**src/rtl/alu_uart_master.sv**
```systemverilog
// alu_uart_master
//   Host-side initiator of the ALU-over-UART protocol. It accepts one request
//   and writes three bytes (A, B, OP) into a uart_core TX FIFO. It then waits
//   for one result byte from the RX FIFO, or gives up after TIMEOUT cycles.
//
// Ports
//   clk_i, reset_ni            clock, synchronous active-low reset
//   req_valid_i/req_ready_o    request handshake (ready only in IDLE)
//   req_a_i, req_b_i, req_op_i operands and opcode, latched on accept
//   rsp_valid_o, rsp_data_o    registered result pulse and last result byte
//   rsp_timeout_o              registered pulse when no result arrived in time
//   busy_o                     transaction in progress
//   wr_uart_o, w_data_o        TX FIFO push strobe and byte
//   tx_full_i                  TX FIFO full
//   rd_uart_o                  RX FIFO pop; r_data_i is show-ahead
//   r_data_i, rx_empty_i       RX FIFO head byte and empty flag
//
// state    | meaning
// ---------+--------------------------------------------------
// IDLE     | ready for a request; drains stale RX bytes
// SEND_A   | push operand A when the TX FIFO has room
// SEND_B   | push operand B when the TX FIFO has room
// SEND_OP  | push zero-extended opcode, then restart timeout
// WAIT_RES | wait for the result byte or the timeout
module alu_uart_master #(
  parameter int DBIT    = 8,
  parameter int OP_W    = 6,
  parameter int TIMEOUT = 2000000,
  parameter int TO_BITS = 21
) (
  input  logic            clk_i,
  input  logic            reset_ni,
  input  logic            req_valid_i,
  output logic            req_ready_o,
  input  logic [DBIT-1:0] req_a_i,
  input  logic [DBIT-1:0] req_b_i,
  input  logic [OP_W-1:0] req_op_i,
  output logic            rsp_valid_o,
  output logic [DBIT-1:0] rsp_data_o,
  output logic            rsp_timeout_o,
  output logic            busy_o,
  output logic            wr_uart_o,
  output logic [DBIT-1:0] w_data_o,
  input  logic            tx_full_i,
  output logic            rd_uart_o,
  input  logic [DBIT-1:0] r_data_i,
  input  logic            rx_empty_i
);

  typedef enum logic [2:0] {
    IDLE, SEND_A, SEND_B, SEND_OP, WAIT_RES
  } state_t;

  localparam logic [TO_BITS-1:0] TO_LAST = TO_BITS'(TIMEOUT - 1);

  state_t              state_q, state_d;
  logic [DBIT-1:0]     a_q, a_d, b_q, b_d;
  logic [OP_W-1:0]     op_q, op_d;
  logic [TO_BITS-1:0]  cnt_q, cnt_d;
  logic [DBIT-1:0]     rsp_data_q, rsp_data_d;
  logic                rsp_valid_q, rsp_valid_d;
  logic                rsp_timeout_q, rsp_timeout_d;
  logic                sending;

  assign sending     = (state_q == SEND_A) || (state_q == SEND_B) || (state_q == SEND_OP);
  assign req_ready_o = (state_q == IDLE);
  assign busy_o      = (state_q != IDLE);
  assign wr_uart_o   = sending && !tx_full_i;
  // IDLE pops too, so a result that arrives after an abort is thrown away.
  assign rd_uart_o   = ((state_q == IDLE) || (state_q == WAIT_RES)) && !rx_empty_i;

  always_comb begin
    case (state_q)
      SEND_A:  w_data_o = a_q;
      SEND_B:  w_data_o = b_q;
      SEND_OP: w_data_o = DBIT'(op_q);
      default: w_data_o = '0;
    endcase
  end

  assign rsp_valid_o   = rsp_valid_q;
  assign rsp_timeout_o = rsp_timeout_q;
  assign rsp_data_o    = rsp_data_q;

  always_comb begin
    state_d       = state_q;
    a_d           = a_q;
    b_d           = b_q;
    op_d          = op_q;
    cnt_d         = cnt_q;
    rsp_data_d    = rsp_data_q;
    rsp_valid_d   = 1'b0;
    rsp_timeout_d = 1'b0;
    case (state_q)
      IDLE: begin
        if (req_valid_i) begin
          a_d     = req_a_i;
          b_d     = req_b_i;
          op_d    = req_op_i;
          state_d = SEND_A;
        end
      end
      SEND_A:  if (!tx_full_i) state_d = SEND_B;
      SEND_B:  if (!tx_full_i) state_d = SEND_OP;
      SEND_OP: begin
        if (!tx_full_i) begin
          cnt_d   = '0;
          state_d = WAIT_RES;
        end
      end
      WAIT_RES: begin
        cnt_d = cnt_q + 1'b1;
        // A byte in the same cycle as the last timeout count takes priority.
        if (!rx_empty_i) begin
          rsp_data_d  = r_data_i;
          rsp_valid_d = 1'b1;
          state_d     = IDLE;
        end else if (cnt_q == TO_LAST) begin
          rsp_timeout_d = 1'b1;
          state_d       = IDLE;
        end
      end
      default: state_d = IDLE;
    endcase
  end

  always_ff @(posedge clk_i) begin
    if (!reset_ni) begin
      state_q       <= IDLE;
      a_q           <= '0;
      b_q           <= '0;
      op_q          <= '0;
      cnt_q         <= '0;
      rsp_data_q    <= '0;
      rsp_valid_q   <= 1'b0;
      rsp_timeout_q <= 1'b0;
    end else begin
      state_q       <= state_d;
      a_q           <= a_d;
      b_q           <= b_d;
      op_q          <= op_d;
      cnt_q         <= cnt_d;
      rsp_data_q    <= rsp_data_d;
      rsp_valid_q   <= rsp_valid_d;
      rsp_timeout_q <= rsp_timeout_d;
    end
  end

endmodule

```
**config.mk**
```make
export PLATFORM = sky130hd
export DESIGN_NAME = alu_uart_master
export DESIGN_NICKNAME = d
export VERILOG_FILES = /design/src/rtl/alu_uart_master.sv
export SDC_FILE = /design/constraint.sdc
export NUM_CORES = 1
export LEC_CHECK = 0
export ABC_AREA = 0
export CORE_AREA = 2 2 80 90
export DETAILED_ROUTE_END_ITERATION = 10
export DIE_AREA = 0 0 82 92
export PLACE_DENSITY = 0.64
export SLEW_MARGIN = 20
export SYNTH_ARGS = -nofsm -noshare
export SYNTH_HDL_FRONTEND = slang
export SYNTH_SLANG_ARGS = --single-unit
```
**constraint.sdc**
```tcl
create_clock -name clk_i -period 5.1 [get_ports clk_i]
set_input_delay 1.275 -clock clk_i [delete_from_list [all_inputs] [get_ports clk_i]]
set_output_delay 1.275 -clock clk_i [all_outputs]
set_load 0.01 [all_outputs]
```
==> out/results.ini <==
[finish]
fin_nets=408
final_layout_size_suffix_gt1_frac=0.06720
antenna_cells=0
fillCellCount=670
layout_commonest_cell=nand2_1
final_cell_mix=nand2_1 (76), dfxtp_1 (56), clkdlybuf4s50_1 (56)
area_growth_pct=27.27

[synthesis]
synth_cell_types=45
synthesis.area_um2=2601
netlist_instances=331
synthArstFlopShare=0
ys_ff_latch=56
synth_edf_count=0
ys.flop_type=dfxtp_1
yosysSeqAreaShare=0.4310
avgSynthCellArea_um2=7.859
syn_nets=367
ys_warn_count=0

[setup_path]
cp-start-kind=flop
end_kind=output pin
cp_max_fo=19
critPathArrivalTime_ns=2.63
critical_path_class=reg2out
crit_required_ns=3.83

[die]
die_w_um=82
die_h_um=92
core_um2=6726
pin_count=57
fp-row-count=32
dieArea_um2=7544
initial_core_util=0.3867

[sta]
relSlewSlack=0.4244
setup-violations-final=0
finalSetupTns_ns=0
rsz0062_at_grt=no
fin_crit_ns=3.901
max_freq_mhz=256.3
finalMaxSlewViolations=0
fin_skew_ns=0.006859
worstMarginPinSlew_ns=0.8616
hold_violations=0
min_period_over_period=0.7649
whs_ns=0.4573

[cts]
cts.clk_slew.worst_paths_ns=0.10
cts_buffers=5
clockBufferDepth=2
cts-root-buf=clkbuf_8
clkLatencyLatePin_ns=0.31
htreeDepth=2
cts_num_sinks=56
ctsResizeCount=0
cts_tree=done
cts_hold_buffers=0
post_cts_buffers=0

[pwr]
p_leak_nw=1.218
powerDensity_nw_per_um2=278.1
ir_worst_vdd_uv=132.5

[place]
portBuffers=56
place_congestion=0.8093
hpwlAfterDp_um=4217

[grt]
grt_max_degree=42
overflow=0
grt_pass1_wl_um=10810
grt_pass1_vias=2380
grt_antenna_before_repair=0
grtUsageTotal=0.1796

[run_status]
outcome=finished clean

[route]
drt-initial-drc-count=140
routedWlPerCell_um=13.84
avgViaCountPerCell=5.313
drc_errors=0
ant_nets=0
drt_wl_total_um=6324
vias=2428
first_pass_iters=4

[job]
cap_violations=0

[worst_hold_path]
hp-class=reg2reg

-- path summary, 6_finish.rpt --
| check | startpoint | endpoint | slack (ns) | depth (start not counted) |
|---|---|---|---|---|
| max | state_q[1]$_SDFFE_PN0P_ | w_data_o[1] | 1.20 | 4 |
| min | a_q[2]$_SDFFE_PN0P_ | a_q[2]$_SDFFE_PN0P_ | 0.46 | 2 |
| max reg2reg | state_q[1]$_SDFFE_PN0P_ | cnt_q[5]$_SDFFE_PN0P_ | 2.59 | 4 |
| min reg2reg | a_q[2]$_SDFFE_PN0P_ | a_q[2]$_SDFFE_PN0P_ | 0.46 | 2 |
-- cells by family (layout without fill, tap and decap cells) --
family          Yosys count  in the layout  synth area share
fa+ha+maj                 1              1          0.004809
mux                      12             12           0.05003
flops                    56             56            0.4310
compound gates           71             71            0.1635
simple gates            159            159            0.2982
xor+xnor                  1              1          0.003368
buf+inv                  31             72           0.04906
-- cells in the mapped netlist (all sizes together) (2+ instances only) --
library cell / n / area, um2
nand2b: 5 / 31.28
nor3: 7 / 35.03
a21oi: 46 / 230.2
nor4bb: 2 / 20.02
mux2: 8 / 90.09
nand4b: 4 / 35.03
a31o: 3 / 26.28
nand3: 14 / 70.07
and2: 2 / 12.52
nand2: 76 / 285.3
and4: 4 / 35.03
o21ai: 4 / 20.02
nor2b: 3 / 18.77
nor2: 25 / 93.84
nand4: 4 / 25.02
a41o: 3 / 30.03
a22oi: 8 / 60.06
buf: 4 / 26.27
and3: 3 / 18.77
mux2i: 4 / 40.04
dfxtp: 56 / 1121
clkbuf: 20 / 75.07
inv: 6 / 22.52
-- metrics by stage --
step                utilization  setup slack, ns  instances  total power [W]  area [um2]
finish                   0.4922            1.199        457        0.0009207        3311
global route             0.4922            1.022        457        0.0009567        3311
CTS                      0.4922            1.154        457        0.0009254        3311
detailed placement       0.4730            1.322        450        0.0005920        3182
global placement         0.4730            1.348        450        0.0005900        3182
floorplan                     -            2.260        331        0.0005370        2601
-- flip-flops by register name (all words and copies together), names as in the netlist --
register and cells:
b_q 8, rsp_timeout_o 1, a_q 8, state_q 3, rsp_valid_o 1, rsp_data_o 8, cnt_q 21, op_q 6
-- critical path, cell delays in order, from the launching register on --
cell and delay [ns]:
dfxtp_1 0.83, nor2b_1 0.60, a22oi_1 0.19, nor2_1 0.15, clkdlybuf4s50_1 0.55
-- metal layers --
layer / vias up / wire length, um / GRT usage
li1: 1225 / - / -
met1: 1146 / 2919 / 0.2291
met2: 51 / 3001 / 0.2947
met3: 6 / 346 / 0.05217
met4: 0 / 57 / 0.04444
met5: - / 0 / 0
-- final cells by class --
class / count / area, um2 / share of cell area
Clock buffer: 5 / 68.82 / 0.02079
Multi-Input combinational cell: 244 / 1353 / 0.4085
Inverter: 7 / 26.28 / 0.007936
Sequential cell: 56 / 1121 / 0.3386
Timing Repair Buffer: 58 / 575.6 / 0.1738
Tap cell: 85 / 106.4 / 0.03212
Clock inverter: 2 / 60.06 / 0.01814
-- power by group --
part           total, W  internal (W)  switching (W)
Combinational  0.000112     0.0000591      0.0000530
Sequential     0.000469      0.000452      0.0000166
Clock          0.000340      0.000193       0.000146
Power figures use the tool's default switching activity.
